File: config.mk
export PLATFORM = sky130hd
export DESIGN_NAME = answer_judge
export DESIGN_NICKNAME = d
export VERILOG_FILES = /design/src/rtl/answer_judge.sv
export SDC_FILE = /design/constraint.sdc
export NUM_CORES = 1
export LEC_CHECK = 0
export BUFFER_PORTS_ARGS = -buffer_cell sky130_fd_sc_hd__buf_2
export CAP_MARGIN = 20
export CORE_MARGIN = 3
export CORE_UTILIZATION = 61
export CTS_CLUSTER_DIAMETER = 120
export CTS_CLUSTER_SIZE = 40
export DETAILED_ROUTE_END_ITERATION = 12
export HOLD_SLACK_MARGIN = 0.1
export PLACE_DENSITY = 0.84
export SYNTH_ARGS = -nofsm -noshare
export SYNTH_HDL_FRONTEND = slang
export SYNTH_SLANG_ARGS = --single-unit
File: constraint.sdc
create_clock -name clk -period 6.7 [get_ports clk]
set_input_delay 1.34 -clock clk [delete_from_list [all_inputs] [get_ports clk]]
set_output_delay 1.34 -clock clk [all_outputs]
set_load 0.03 [all_outputs]
File: src/rtl/answer_judge.sv
// answer_judge: quiz round sequencer. Arms a round when a target arrives,
// takes the first rising-edge buzz from an unlocked player, judges the
// registered answer, keeps four saturating scores and declares a winner.
module answer_judge #(
  parameter int WIN_SCORE     = 10,
  parameter int ROUND_TIMEOUT = 500000000
) (
  input  logic        clk,
  input  logic        rst,
  input  logic        gameHasStarted,
  input  logic        playerInputFlag,
  input  logic [1:0]  firstPlayerFlag,
  input  logic [7:0]  switchInput,
  input  logic        allButtons,
  input  logic [7:0]  targetValue,
  input  logic        targetValid,
  output logic        newTarget,
  output logic        correct,
  output logic        wrong,
  output logic [31:0] scores,
  output logic [3:0]  lockMask,
  output logic [1:0]  winner,
  output logic        gameOver,
  output logic [2:0]  state
);

  typedef enum logic [2:0] {
    IDLE        = 3'd0,
    WAIT_TARGET = 3'd1,
    ARMED       = 3'd2,
    SAMPLE      = 3'd3,
    JUDGE       = 3'd4,
    DONE        = 3'd5
  } state_t;

  localparam int             CW       = 29;
  localparam logic [CW-1:0]  CNT_LAST = CW'(ROUND_TIMEOUT - 1);
  localparam logic [7:0]     WIN      = 8'(WIN_SCORE);

  state_t          state_q, state_d;
  logic [7:0]      target_q, target_d;
  logic [7:0]      answer_q, answer_d;
  logic [1:0]      player_q, player_d;
  logic [3:0][7:0] scores_q, scores_d;
  logic [3:0]      lock_q, lock_d;
  logic [1:0]      winner_q, winner_d;
  logic [CW-1:0]   cnt_q, cnt_d;
  logic            flag_q;
  logic            nt_q, nt_d;

  logic            buzz;
  logic [7:0]      new_score;
  logic [3:0]      new_lock;

  assign buzz      = playerInputFlag & ~flag_q;
  assign new_score = (scores_q[player_q] == 8'hFF) ? 8'hFF : scores_q[player_q] + 8'd1;
  assign new_lock  = lock_q | (4'b0001 << player_q);

  // Next-state / datapath. newTarget is registered so it rises together with
  // the new WAIT_TARGET state; correct/wrong are decoded in JUDGE, so the
  // three pulses live in different states and can never overlap. correct and
  // wrong are masked by rst so a reset edge during JUDGE emits no pulse.
  always_comb begin
    state_d  = state_q;
    target_d = target_q;
    answer_d = answer_q;
    player_d = player_q;
    scores_d = scores_q;
    lock_d   = lock_q;
    winner_d = winner_q;
    cnt_d    = cnt_q;
    nt_d     = 1'b0;
    correct  = 1'b0;
    wrong    = 1'b0;
    if (allButtons && state_q != IDLE) begin
      state_d  = IDLE;
      scores_d = '0;
      lock_d   = '0;
      cnt_d    = '0;
      winner_d = '0;
    end else begin
      case (state_q)
        IDLE: if (gameHasStarted) begin
          state_d = WAIT_TARGET;
          nt_d    = 1'b1;
        end
        WAIT_TARGET: if (targetValid) begin
          target_d = targetValue;
          lock_d   = '0;
          cnt_d    = '0;
          state_d  = ARMED;
        end
        ARMED: begin
          if (cnt_q == CNT_LAST) begin
            state_d = WAIT_TARGET;
            nt_d    = 1'b1;
          end else begin
            cnt_d = cnt_q + CW'(1);
            if (buzz && !lock_q[firstPlayerFlag]) state_d = SAMPLE;
          end
        end
        SAMPLE: begin
          player_d = firstPlayerFlag;
          answer_d = switchInput;
          state_d  = JUDGE;
        end
        JUDGE: begin
          if (answer_q == target_q) begin
            correct            = rst;
            scores_d[player_q] = new_score;
            if (new_score >= WIN) begin
              winner_d = player_q;
              state_d  = DONE;
            end else begin
              state_d = WAIT_TARGET;
              nt_d    = 1'b1;
            end
          end else begin
            wrong  = rst;
            lock_d = new_lock;
            if (new_lock == 4'hF) begin
              state_d = WAIT_TARGET;
              nt_d    = 1'b1;
            end else begin
              state_d = ARMED;
            end
          end
        end
        DONE:    state_d = DONE;
        default: state_d = IDLE;
      endcase
    end
  end

  // State and datapath registers with synchronous active-low reset.
  always_ff @(posedge clk) begin
    if (!rst) begin
      state_q  <= IDLE;
      target_q <= '0;
      answer_q <= '0;
      player_q <= '0;
      scores_q <= '0;
      lock_q   <= '0;
      winner_q <= '0;
      cnt_q    <= '0;
      flag_q   <= 1'b0;
      nt_q     <= 1'b0;
    end else begin
      state_q  <= state_d;
      target_q <= target_d;
      answer_q <= answer_d;
      player_q <= player_d;
      scores_q <= scores_d;
      lock_q   <= lock_d;
      winner_q <= winner_d;
      cnt_q    <= cnt_d;
      flag_q   <= playerInputFlag;
      nt_q     <= nt_d;
    end
  end

  assign newTarget = nt_q;
  assign scores    = scores_q;
  assign lockMask  = lock_q;
  assign winner    = winner_q;
  assign gameOver  = (state_q == DONE);
  assign state     = state_q;

endmodule

-- After elaboration in Yosys (flattened, before gate mapping)
Cells that the tools add are included.
- flip-flop bits (word level): 90
- input bits: 24
- output and inout port bits: 45
- word-level logic and storage cells: 89
- add/sub/neg operators: 2
- order comparisons: 4
- eq/ne operators: 14
- shift-type cells: 1
- muxes and demuxes: 34
- bitwise gates (word level): 5
- reductions and logical operators: 16
- operator list (cell ; count):
    $mux W29 ; 2
    $pmux W29 S2 ; 1
    $bwmux W32 ; 1
    $add A29 B1 Y29 const B ; 1
    $eq A29 B29 Y1 const B ; 1
    $mux W8 ; 3
    $mux W3 ; 6
    $pmux W3 S6 ; 1
    $bmux W8 S2 ; 1
    $demux W8 S2 ; 1
    $reduce_and A3 Y1 ; 5
    $mux W1 ; 12
    $add A8 B1 Y8 const B ; 1
    $eq A8 B8 Y1 ; 1
    $eq A8 B8 Y1 const B ; 1
    $ge A8 B4 Y1 const B ; 1
    $mux W4 ; 2
    $ne A2 B2 Y1 const B ; 4
    $pmux W4 S2 ; 1
    $eq A3 B2 Y1 const B ; 2
    $eq A3 B3 Y1 const B ; 2
    $lt A2 B3 Y1 const B ; 2
    $eq A4 B4 Y1 const B ; 1
    $or A4 B4 Y4 ; 1
    other kinds (16) ; 22

-- Logic depth before layout (Yosys ltp)
- word-level depth: 8
- gate-level depth with buffers: 9
- gate-level depth less buffers: 7

-- Worst setup path before layout
Ideal clock, no wire load.
- path type: input to output
- start: input port allButtons
- end: output port wrong
- arrival: 2489 ps
- data required time: 5360 ps
- path slack: 2871 ps
- stages on the path: 3
- path buffers: 0
- path through: o31ai_1 -> nand2_1 -> nor4_1
- longest elaborated chain between the ends: 2
- ends and longest elaborated chain (item ; line ; text):
    start: declaration ; 14 ; input logic allButtons,
    $logic_and A1 B1 Y1 ; 75 ; if (allButtons && state_q != IDLE) begin
    $mux W1 ; 75 ;
    end: declaration ; 19 ; output logic wrong,
Every way passes these cells.

-- Worst setup path after layout
- start: input port rst
- end: output port wrong
- longest elaborated chain between the ends: 3
- ends and longest elaborated chain (item ; line ; text):
    start: declaration ; 9 ; input logic rst,
    $mux W1 ; 108 ; if (answer_q == target_q) begin
    $mux W1 ; 82 ; case (state_q)
    $mux W1 ; 75 ;
Every way passes these cells.

==> flow_metrics.py <==
metrics = {
    "timing": {
        "period_share_pct": 58.1,
        "max_freq_ghz": 0.257,
        "finalSetupViolCount": 0,
        "relSlewSlack_pct": 29.8,
        "finalClockSkew_ps": 14.2,
        "rsz0062_at_grt": "no",
        "tns_ps": 0,
        "final_max_slew_viol_count": 0,
        "period_minus_slack_ps": 3890,
        "whs_ps": 476,
        "finalHoldViolCount": 0,
        "tightest_slew_ps": 1050,
        "fin_ws_ps": 2810,
    },
    "placement": {
        "place_ws_ps": 2830,
        "portBuffers": 68,
        "placed_cell_area_mm2": 0.00477,
        "gp_congestion": 0.843,
        "dpl.hpwl_um": 7080,
        "dp.cells": 622,
    },
    "worst_hold_path": {
        "hold_depth": 2,
        "hold_class": "flop to flop",
    },
    "power_and_ir_drop": {
        "p_switching_mw": 0.239,
        "internal-power_mw": 0.847,
        "ir_worst_vdd_mv": 0.127,
        "seq_power_share_pct": 50.3,
        "switching_share_pct": 22.0,
        "power.leakage_nw": 2.04,
        "comb_power_share_pct": 6.6,
        "finalPower_mw": 1.09,
        "pwr-share-clk_pct": 43.1,
        "p_per_area_mw_per_mm2": 216,
    },
    "routing": {
        "ant_nets": 0,
        "drcViolationCount": 0,
        "num_vias": 3807,
        "post_drt_wl_per_cell_um": 15.8,
        "routed_wl_um": 10100,
        "firstDrtPassIters": 5,
        "viasPerCell": 5.97,
        "drt_iter0_drc": 235,
    },
    "clocking": {
        "cts_setup_buffers": 0,
        "cts.sinks": 90,
        "cts_hold_buf": 0,
        "cts_buffers": 9,
        "clk_latency_ps": 360,
        "clockBufferDepth": 2,
        "tritoncts": "yes",
        "cts_root_buf": "clkbuf_8",
        "cts_max_level": 3,
        "cts-resized-gates": 0,
        "path_clk_slew_ps": 80,
    },
    "yosys": {
        "ys_seq_elements": 90,
        "syn_inst": 479,
        "synth_nets": 505,
        "synth_warnings": 0,
        "synth_ff_type": "dfxtp_1",
        "syn_area_per_cell_um2": 9.18,
        "synth-edff-count": 0,
        "synth_area_mm2": 0.00440,
        "yosysUniqueCellTypes": 57,
        "synth-seq-area-share_pct": 41.0,
        "async_reset_ff_share_pct": 0,
    },
    "global_routing": {
        "antenna_found_initial": 0,
        "grt_max_degree": 40,
        "gr-total-overflow": 0,
        "grt_pass1_wl_um": 16600,
        "grt_pass1_vias": 3519,
        "grt_usage_pct": 24.5,
    },
    "finish": {
        "fin_cells": 638,
        "fin_nets": 564,
        "antenna_cells": 0,
        "layout_commonest_cell": "dfxtp_1",
        "final_cell_mix": "dfxtp_1 (90), buf_2 (68), nor2_1 (64), nand2_1 (46), mux2i_1 (42)",
        "final_layout_size_suffix_gt1_share_pct": 20.1,
        "final_util_pct": 72.9,
        "fin_area_mm2": 0.00503,
        "fillers": 538,
        "areaGrowthSynthToFinish_pct": 14.5,
    },
    "floorplanning": {
        "io_pins": 69,
        "initial_core_util_pct": 63.7,
        "rows": 30,
        "die-height_um": 90.9,
        "core_area_mm2": 0.00691,
        "dieArea_mm2": 0.00826,
        "die_x_um": 90.9,
    },
    "worst_setup_path": {
        "worstPathMaxFanout": 39,
        "r2r_cells": 6,
        "crit_path_end_kind": "output pin",
        "crit_arrival_ps": 2550,
        "path_class": "input pin to output pin",
        "start_kind": "input pin",
        "crit_required_ps": 5360,
    },
    "status": {
        "status": "finished, final reports clean",
    },
    "job": {
        "max-cap-violations": 0,
    },
}
## worst paths after layout
check,end,from,slack (ps)
min reg2reg,answer_q[4],answer_q[4],480
min,answer_q[4],answer_q[4],480
max,wrong,rst,2810
max reg2reg,winner[1],player_q[1],3540
## power by group through the flow
stage / registers (mW) / clock network [mW] / logic, mW
5_1_grt: 0.548 / 0.499 / 0.0787
6_report: 0.547 / 0.468 / 0.0717
4_1_cts: 0.547 / 0.475 / 0.0713
2_1_floorplan: 0.559 / 0 / 0.0492
3_5_place_dp: 0.559 / 0 / 0.0708
3_3_place_gp: 0.559 / 0 / 0.0701
## cell type report
| type | count | area, µm² | area share, % |
|---|---|---|---|
| Clock buffer | 10 | 128 | 2.54 |
| Tap cell | 96 | 120 | 2.39 |
| Sequential cell | 90 | 1800 | 35.8 |
| Multi-Input combinational cell | 352 | 2440 | 48.5 |
| Clock inverter | 5 | 128 | 2.54 |
| Timing Repair Buffer | 72 | 368 | 7.31 |
| Inverter | 13 | 48.8 | 0.969 |
## logic make-up (layout without fill, tap and decap cells)
family	count (synthesis)	in the layout	share of synthesized area, %
and+or+nand+nor	198	198	22.6
DFF	90	90	41.0
AOI/OAI and AO/OA	72	72	12.2
muxes	52	52	14.4
buffers and inverters	37	100	3.64
xor gates and xnor gates	28	28	5.58
adders and majority gates	2	2	0.569
## critical path, cell delays in order
cell and delay (ps):
buf_2 260, nand2_1 80, buf_4 260, nor4_1 330
buf_2 280
## synthesized netlist by cell type (2+ instances only)
cell type  instances  area [µm²]
a2111oi_0          4        35.0
a211oi_1           4        30.0
a21boi_0          10        75.1
a21o_1             3        22.5
a21oi_1           17        85.1
a311oi_1           3        26.3
a31o_2             2        17.5
a31oi_1            3        18.8
a32o_1             3        30.0
and2_1             6        37.5
and3_1             5        31.3
and4_1             4        35.0
buf_2              5        25.0
buf_6              2        22.5
clkbuf_1          17        63.8
dfxtp_1           90        1800
ha_1               2        25.0
inv_1             13        48.8
mux2i_1           42         420
mux4_2             9         203
nand2_1           46         173
nand2b_1           3        18.8
nand3_1           18        90.1
nand3b_1           3        22.5
nand4_1           13        81.3
nor2_1            64         240
nor2b_1           11        68.8
nor3_1             2        10.0
nor4_1             4        25.0
nor4b_1            3        26.3
o21ai_0            8        40.0
o311ai_0           2        17.5
o31a_1             2        17.5
or2_2              2        12.5
or3_1              6        37.5
xnor2_1           19         166
xor2_1             9        78.8
## flip-flops by register name, summed over array words and instances, names as in the netlist
register   cells
scores        32
answer_q       8
newTarget      1
flag_q         1
state          3
lockMask       4
player_q       2
cnt_q         29
target_q       8
winner         2
## layer usage
metal	GRT usage [%]	part of all wire, %	wire length (µm)
met5	0	0	0
met4	9.67	1.7	175
met3	3.50	5.8	588
met2	40.3	49	4910
met1	32.6	44	4390
Power figures use the tool's default switching activity.
